$ cat src/rtl/cprs_row_acc.sv
// Two-stage accumulator for rows of approximate 4:2 compressor outputs.
// Sums row values and error flags per frame, with saturation and a result handshake.
module cprs_row_acc #(
  parameter int W     = 8,
  parameter int ACC_W = 20,
  parameter int CNT_W = 8
) (
  input  logic             clk,
  input  logic             rst_n,
  input  logic             in_valid,
  output logic             in_ready,
  input  logic [W-1:0]     in_sum,
  input  logic [W-1:0]     in_carry,
  input  logic [W-1:0]     in_err,
  input  logic             in_last,
  output logic             out_valid,
  input  logic             out_ready,
  output logic [ACC_W-1:0] out_acc,
  output logic [CNT_W-1:0] out_err_cnt,
  output logic             out_ovf
);

  localparam int PC_W = $clog2(W + 1);

  typedef enum logic {
    ACC = 1'b0,
    OUT = 1'b1
  } state_e;

  state_e           state_q;
  logic             s1_valid_q;
  logic             s1_last_q;
  logic [W+1:0]     s1_val_q;
  logic [PC_W-1:0]  s1_pc_q;
  logic [ACC_W-1:0] acc_q;
  logic [CNT_W-1:0] err_q;
  logic             ovf_q;

  logic             accept;
  logic [W+1:0]     row_d;
  logic [PC_W-1:0]  pc_d;
  logic [ACC_W:0]   acc_sum;
  logic [CNT_W:0]   err_sum;
  logic             acc_sat;
  logic             err_sat;
  logic [ACC_W-1:0] acc_d;
  logic [CNT_W-1:0] err_d;

  // A held last row blocks intake until the frame result is taken.
  assign in_ready = rst_n && (state_q == ACC)
                    && !(s1_valid_q && s1_last_q);
  assign accept   = in_valid && in_ready;

  assign row_d = {2'b00, in_sum} + {1'b0, in_carry, 1'b0};

  // Count the error flags of the incoming row.
  always_comb begin
    pc_d = '0;
    for (int i = 0; i < W; i++) begin
      pc_d = pc_d + PC_W'(in_err[i]);
    end
  end

  // Saturating adds of the stage-1 row into the running totals.
  always_comb begin
    acc_sum = {1'b0, acc_q} + (ACC_W + 1)'(s1_val_q);
    err_sum = {1'b0, err_q} + (CNT_W + 1)'(s1_pc_q);
    acc_sat = acc_sum[ACC_W];
    err_sat = err_sum[CNT_W];
    acc_d   = acc_sat ? '1 : acc_sum[ACC_W-1:0];
    err_d   = err_sat ? '1 : err_sum[CNT_W-1:0];
  end

  // Stage 1: capture the reduced row on acceptance.
  always_ff @(posedge clk or negedge rst_n) begin
    if (!rst_n) begin
      s1_valid_q <= 1'b0;
      s1_last_q  <= 1'b0;
      s1_val_q   <= '0;
      s1_pc_q    <= '0;
    end else begin
      s1_valid_q <= accept;
      if (accept) begin
        s1_last_q <= in_last;
        s1_val_q  <= row_d;
        s1_pc_q   <= pc_d;
      end
    end
  end

  // Stage 2 and frame FSM: accumulate, then hold result until taken.
  always_ff @(posedge clk or negedge rst_n) begin
    if (!rst_n) begin
      state_q <= ACC;
      acc_q   <= '0;
      err_q   <= '0;
      ovf_q   <= 1'b0;
    end else begin
      unique case (state_q)
        ACC: begin
          if (s1_valid_q) begin
            acc_q <= acc_d;
            err_q <= err_d;
            ovf_q <= ovf_q | acc_sat | err_sat;
            if (s1_last_q) state_q <= OUT;
          end
        end
        OUT: begin
          if (out_ready) begin
            acc_q   <= '0;
            err_q   <= '0;
            ovf_q   <= 1'b0;
            state_q <= ACC;
          end
        end
        default: state_q <= ACC;
      endcase
    end
  end

  assign out_valid   = (state_q == OUT);
  assign out_acc     = acc_q;
  assign out_err_cnt = err_q;
  assign out_ovf     = ovf_q;

endmodule

$ cat config.mk
export PLATFORM = sky130hd
export DESIGN_NAME = cprs_row_acc
export DESIGN_NICKNAME = d
export VERILOG_FILES = /design/src/rtl/cprs_row_acc.sv
export SDC_FILE = /design/constraint.sdc
export NUM_CORES = 1
export LEC_CHECK = 0
export CAP_MARGIN = 30
export CORE_ASPECT_RATIO = 0.7
export CORE_MARGIN = 2
export CORE_UTILIZATION = 25
export CTS_BUF_LIST = sky130_fd_sc_hd__clkbuf_4 sky130_fd_sc_hd__clkbuf_8
export DETAILED_ROUTE_END_ITERATION = 10
export HOLD_SLACK_MARGIN = 0.03
export SYNTH_ARGS = -nofsm -noshare
export SYNTH_HDL_FRONTEND = slang
export SYNTH_SLANG_ARGS = --single-unit
$ cat constraint.sdc
create_clock -name clk -period 2.7 [get_ports clk]
set_clock_uncertainty 0.05 [all_clocks]
set_input_delay 0.54 -clock clk [delete_from_list [all_inputs] [get_ports clk]]
set_output_delay 0.54 -clock clk [all_outputs]
set_load 0.02 [all_outputs]
# == After elaboration in Yosys (flattened, before gate mapping) ==
# Cells that the tools add are included.
# classes
eq_ne,2
mux,15
reduce_logical,6
n_addsub,10
n_bitwise,3
# op_table
operator,n
2-to-1 mux 20 bit,3
case mux 20 bit (2 select lines),1
2-to-1 mux 8 bit,3
adder 20 x 10 -> 21 bit,1
adder 4 x 1 -> 4 bit,4
case mux 8 bit (2 select lines),1
adder 8 x 9 -> 10 bit,1
adder 8 x 4 -> 9 bit,1
2-to-1 mux 1 bit,5
adder 3 x 1 -> 4 bit,1
logical AND 1 bit,4
"!= test 2 bit, second input constant",2
case mux 1 bit (2 select lines),2
adder 2 x 1 -> 3 bit,1
adder 1 x 1 -> 2 bit,1
OR 1 bit,2
AND reduction 2 bit,1
zero test 1 bit,1
NOT 1 bit,1
# totals
regBits,46

# == Logic depth before layout (Yosys ltp) ==
# depth
word_depth,7
mapped_depth,10

# == Least setup slack after synthesis ==
# OpenSTA, ideal clock, no wires.
# synth_timing
path_type,in2reg
start,input port in_err[0]
end,register s1_pc_q[2]
path_slack_ps,-305
t_arrival_ps,2872
setup_ps,83
path_stages,10
cell_sequence,fa_1 > inv_1 > fa_1 > fa_1 > inv_1 > ha_1 > inv_1 > fa_1 > xor2_1 > o21ai_0
# synth_between
elab_chain_cells,7
# synth_lines
element,line,rtl
from (decl),14,"input logic [W-1:0] in_err,"
adder 1 x 1 -> 2 bit,60,pc_d = pc_d + PC_W'(in_err[i]);
adder 2 x 1 -> 3 bit,60,
adder 3 x 1 -> 4 bit,60,
adder 4 x 1 -> 4 bit (4 in series),60,
to (signal assigned),86,s1_pc_q <= pc_d;
to (decl),34,logic [PC_W-1:0] s1_pc_q;
# Every way passes these cells.
# A chain may end at the register's enable or synchronous reset.

# == Worst setup path after layout ==
# layout_timing
start,input port in_err[1]
end,register s1_pc_q[1]
# The elaborated chain is that of the path after synthesis.

==> metrics.txt <==
# TYPE chip_impl_metric gauge
chip_impl_metric{name="cp.arrival",unit="ns"} 2.93
chip_impl_info{name="status",value="complete, but fails checks"} 1
chip_impl_metric{name="actual_transition_at_the_worst_max_transition_pin",unit="ns"} 0.870
chip_impl_metric{name="yosys_warnings",unit=""} 0
chip_impl_metric{name="floorplan.io_pins",unit=""} 60
chip_impl_metric{name="synth_simple_gate_area_frac",unit=""} 0.180
chip_impl_metric{name="grt_pass1_vias",unit=""} 2667
chip_impl_metric{name="cts.path.max_buffers",unit=""} 2
chip_impl_metric{name="syn-num-nets",unit=""} 407
chip_impl_metric{name="detail_route.first_pass.iterations",unit=""} 4
chip_impl_metric{name="cellLeakagePower",unit="nW"} 1.80
chip_impl_metric{name="average_instance_area_after_synthesis",unit="um2"} 8.83
chip_impl_metric{name="fin_crit",unit="ns"} 2.81
chip_impl_info{name="critical_path.most_common_cell",value="sky130_fd_sc_hd__fa_1"} 1
chip_impl_metric{name="number_of_synthesized_register_bits",unit=""} 46
chip_impl_metric{name="clkSinkCount",unit=""} 46
chip_impl_info{name="category_of_the_worst_setup_path_launch_point",value="input pin"} 1
chip_impl_metric{name="initial_utilization",unit=""} 0.259
chip_impl_metric{name="grt_use_total",unit=""} 0.125
chip_impl_metric{name="core-area",unit="um2"} 11900
chip_impl_info{name="timing_worst_setup_path_type",value="input pin to flip-flop"} 1
chip_impl_metric{name="reg2reg_setup_slack",unit="ns"} 0.14
chip_impl_metric{name="cp_num_buf_inv",unit=""} 4
chip_impl_metric{name="antennaDiodeCount",unit=""} 0
chip_impl_metric{name="ant_nets",unit=""} 0
chip_impl_metric{name="synth_enable_flop_cells",unit=""} 0
chip_impl_metric{name="maxCapViolations",unit=""} 0
chip_impl_metric{name="vdd.ir_drop.worst",unit="mV"} 0.312
chip_impl_metric{name="final_cells",unit=""} 566
chip_impl_info{name="failed_checks",value="setup timing"} 1
chip_impl_metric{name="hold_buffers",unit=""} 0
chip_impl_info{name="timing.hold.worst.class",value="input pin to asynchronous set/reset pin"} 1
chip_impl_metric{name="post_route_cells_drive_above_1_share",unit=""} 0.0954
chip_impl_metric{name="synthesis.instances",unit=""} 347
chip_impl_metric{name="antenna_violations_before_repair",unit=""} 0
chip_impl_metric{name="seq_area_frac_synth",unit=""} 0.376
chip_impl_metric{name="clk_pin_slew",unit="ns"} 0.09
chip_impl_metric{name="setup_violations",unit=""} 3
chip_impl_metric{name="dp_cells",unit=""} 556
chip_impl_metric{name="postRouteWirelength",unit="um"} 7620
chip_impl_metric{name="synth_xor_area_frac",unit=""} 0.0486
chip_impl_metric{name="hold_viol_final",unit=""} 0
chip_impl_metric{name="synth_adder_area_share",unit=""} 0.144
chip_impl_metric{name="wire_per_inst",unit="um"} 13.5
chip_impl_metric{name="num_vias",unit=""} 2653
chip_impl_metric{name="worst_hold_slack",unit="ns"} 0.321
chip_impl_metric{name="regArea",unit="um2"} 1150
chip_impl_metric{name="synthDistinctLibCells",unit=""} 52
chip_impl_info{name="timing.critical_path.max_delay_family",value="adder cells"} 1
chip_impl_info{name="cp_cell_sequence",value="buf_6, fa_1, inv_1, fa_1, fa_1, inv_2, ha_4, inv_2, fa_2, o21ai_2"} 1
chip_impl_metric{name="powerDensity",unit="nW/um2"} 827
chip_impl_metric{name="layout_worst_path_cycle_share",unit=""} 1.04
chip_impl_metric{name="critical_path_depth",unit=""} 10
chip_impl_metric{name="vias_per_cell",unit=""} 4.69
chip_impl_metric{name="combined_area_of_the_multi_input_logic_cells",unit="um2"} 1810
chip_impl_metric{name="synth_compound_gate_area_share",unit=""} 0.206
chip_impl_metric{name="grt_pass1_wl",unit="um"} 13100
chip_impl_metric{name="area_overhead_of_the_layout_relative_to_synthesis",unit="%"} 30.1
chip_impl_metric{name="layout_setup_ws",unit="ns"} -0.113
chip_impl_metric{name="worst-endpoint-required",unit="ns"} 2.82
chip_impl_metric{name="remaining_drc_errors",unit=""} 0
chip_impl_info{name="slowest_cell_on_crit_path",value="sky130_fd_sc_hd__fa_1"} 1
chip_impl_metric{name="cts_buffers",unit=""} 5
chip_impl_info{name="cp-end-kind",value="flip-flop"} 1
chip_impl_metric{name="slew_margin_rel",unit=""} 0.418
chip_impl_metric{name="die_boundary_width",unit="um"} 136
chip_impl_metric{name="place_worst_setup_slack",unit="ns"} -0.828
chip_impl_metric{name="die_y",unit="um"} 96.6
chip_impl_metric{name="port-buffer-count",unit=""} 59
chip_impl_metric{name="fmax",unit="GHz"} 0.355
chip_impl_metric{name="gpl.final_weighted_congestion",unit=""} 0.813
chip_impl_metric{name="ys_async_sr_fraction",unit=""} 1.00
chip_impl_metric{name="synthesis.area",unit="um2"} 3070
chip_impl_metric{name="finish.utilization",unit=""} 0.337
chip_impl_metric{name="layout.nets",unit=""} 468
chip_impl_info{name="main_combinational_cell_family_by_area_after_synthesis",value="compound AO/OA/AOI/OAI gates"} 1
chip_impl_info{name="rsz0062_at_grt",value="true"} 1
chip_impl_metric{name="grt_overflow",unit=""} 0
chip_impl_metric{name="grt_max_degree",unit=""} 47
chip_impl_metric{name="worst_path_largest_cell_delay",unit="ns"} 0.53
chip_impl_metric{name="synth.mux.area_fraction",unit=""} 0.00327
chip_impl_metric{name="reg2reg_depth",unit=""} 8
chip_impl_info{name="clock-root-buffer",value="sky130_fd_sc_hd__clkbuf_8"} 1
chip_impl_info{name="dominantRegCellSynth",value="sky130_fd_sc_hd__dfrtp_1"} 1
chip_impl_metric{name="clock_latency",unit="ns"} 0.30
chip_impl_metric{name="total_power",unit="mW"} 3.30
chip_impl_metric{name="detailedPlacementHpwl",unit="um"} 5760
chip_impl_metric{name="fillers",unit=""} 1239
chip_impl_metric{name="final_max_slew_viol_count",unit=""} 0
chip_impl_metric{name="cts.htree.levels",unit=""} 2
chip_impl_metric{name="die_area",unit="um2"} 13200
chip_impl_metric{name="first_iter_violations",unit=""} 178
chip_impl_info{name="tritoncts_clock_tree",value="yes"} 1
chip_impl_metric{name="path_max_fanout",unit=""} 2
chip_impl_metric{name="placementRows",unit=""} 33
cell type report:
cell class                 instances  share of cell area
sequential                        46               0.289
multi-input combinational        266               0.453
timing repair buffer              65               0.158
inverter                          24              0.0226
clock buffer                       8              0.0276
tap                              157              0.0493
flip-flops by register name, summed over array words and instances (netlist names):
signal and flops:
s1_last_q 1, s1_pc_q 4, s1_val_q 10, out_ovf 1
s1_valid_q 1, out_valid 1, out_acc 20, out_err_cnt 8
stage by stage:
step	setup TNS [ns]	area [um2]
after global routing	-0.496	3990
after global placement	-2.43	3840
after CTS	-0.459	3940
after floorplan	-0.558	3070
final	-0.263	3990
after detailed placement	-2.60	3840
synthesized netlist by cell type (all sizes together) (2+ instances only):
cell	count	area share
nor2b	7	0.015
a21oi	26	0.044
xnor2	12	0.034
o21bai	3	0.0073
nor2	10	0.012
buf	2	0.0029
xor2	5	0.014
nand3	8	0.013
o21a	4	0.0098
or2	3	0.0061
ha	24	0.098
nor3	10	0.016
a21o	5	0.013
nand2	67	0.082
inv	24	0.029
and2	3	0.0061
o21ai	34	0.058
fa	7	0.046
o22ai	3	0.0061
dfrtp	46	0.38
a41oi	4	0.011
a311oi	2	0.011
o211ai	3	0.0090
o31ai	2	0.0049
a31o	2	0.0057
clkbuf	9	0.011
a211oi	2	0.0082
nand4	3	0.0061
or3	4	0.0082
routing by layer:
metal,share of wire,vias up,GRT usage,wire [um]
met5,0,-,0,0
met4,0.0067,0,0.0256,51
met3,0.061,4,0.0362,466
met2,0.43,73,0.181,3300
met1,0.50,1239,0.183,3800
li1,-,1337,-,-
power breakdown:
group,internal (mW),switching (mW),total [mW]
logic,0.795,0.931,1.73
clock network,0.259,0.248,0.507
registers,0.883,0.182,1.06
total,1.94,1.36,3.30
cells in the final DEF, fill, tap and decap left out, types with 5 or more instances in the layout:
| master | instances |
|---|---|
| sky130_fd_sc_hd__nor3_1 | 10 |
| sky130_fd_sc_hd__inv_1 | 22 |
| sky130_fd_sc_hd__xnor2_1 | 12 |
| sky130_fd_sc_hd__xor2_1 | 5 |
| sky130_fd_sc_hd__nand2_1 | 67 |
| sky130_fd_sc_hd__buf_4 | 5 |
| sky130_fd_sc_hd__fa_1 | 6 |
| sky130_fd_sc_hd__a21oi_1 | 24 |
| sky130_fd_sc_hd__nand3_1 | 8 |
| sky130_fd_sc_hd__o21ai_0 | 17 |
| sky130_fd_sc_hd__nor2b_1 | 5 |
| sky130_fd_sc_hd__o21ai_1 | 14 |
| sky130_fd_sc_hd__clkdlybuf4s50_1 | 55 |
| sky130_fd_sc_hd__nor2_1 | 10 |
| sky130_fd_sc_hd__dfrtp_1 | 46 |
| sky130_fd_sc_hd__clkbuf_8 | 8 |
| sky130_fd_sc_hd__ha_1 | 23 |
worst reg2reg max path, cell delays in order, from the launching register on:
cell	delay (ns)
sky130_fd_sc_hd__dfrtp_1	0.41
sky130_fd_sc_hd__ha_1	0.26
sky130_fd_sc_hd__fa_1	0.44
sky130_fd_sc_hd__a21oi_2	0.20
sky130_fd_sc_hd__o21ai_2	0.10
sky130_fd_sc_hd__a2111oi_1	0.44
sky130_fd_sc_hd__nor3_1	0.12
sky130_fd_sc_hd__xor2_1	0.15
sky130_fd_sc_hd__a221o_1	0.30
logic make-up (layout without fill, tap and decap cells):
kind of cell / count (synthesis) / count (layout)
xor+xnor: 17 / 17
mux: 1 / 1
simple gates: 121 / 121
flops: 46 / 46
buf+inv: 35 / 97
compound gates: 96 / 96
fa+ha+maj: 31 / 31
what timing repair did:
item                                   4_1_cts  5_1_grt
setup buffers                                0        2
gates cloned                                 0        0
pin swaps                                    6        5
setup endpoints to repair                    4        4
resized for setup                           13        8
endpoints found under the hold margin        0        0
path summary, 6_finish.rpt:
check | from | endpoint
min in group clk | s1_last_q$_DFFE_PN0P_ | s1_last_q$_DFFE_PN0P_
worst max-delay path | in_err[1] | s1_pc_q[1]$_DFFE_PN0P_
worst min-delay path | rst_n | out_acc[8]$_DFFE_PN0P_
max in group asynchronous | rst_n | out_acc[5]$_DFFE_PN0P_
worst max register to register | out_acc[0]$_DFFE_PN0P_ | out_acc[8]$_DFFE_PN0P_
worst min register to register | s1_last_q$_DFFE_PN0P_ | s1_last_q$_DFFE_PN0P_
(Power assumes the default switching activity.)
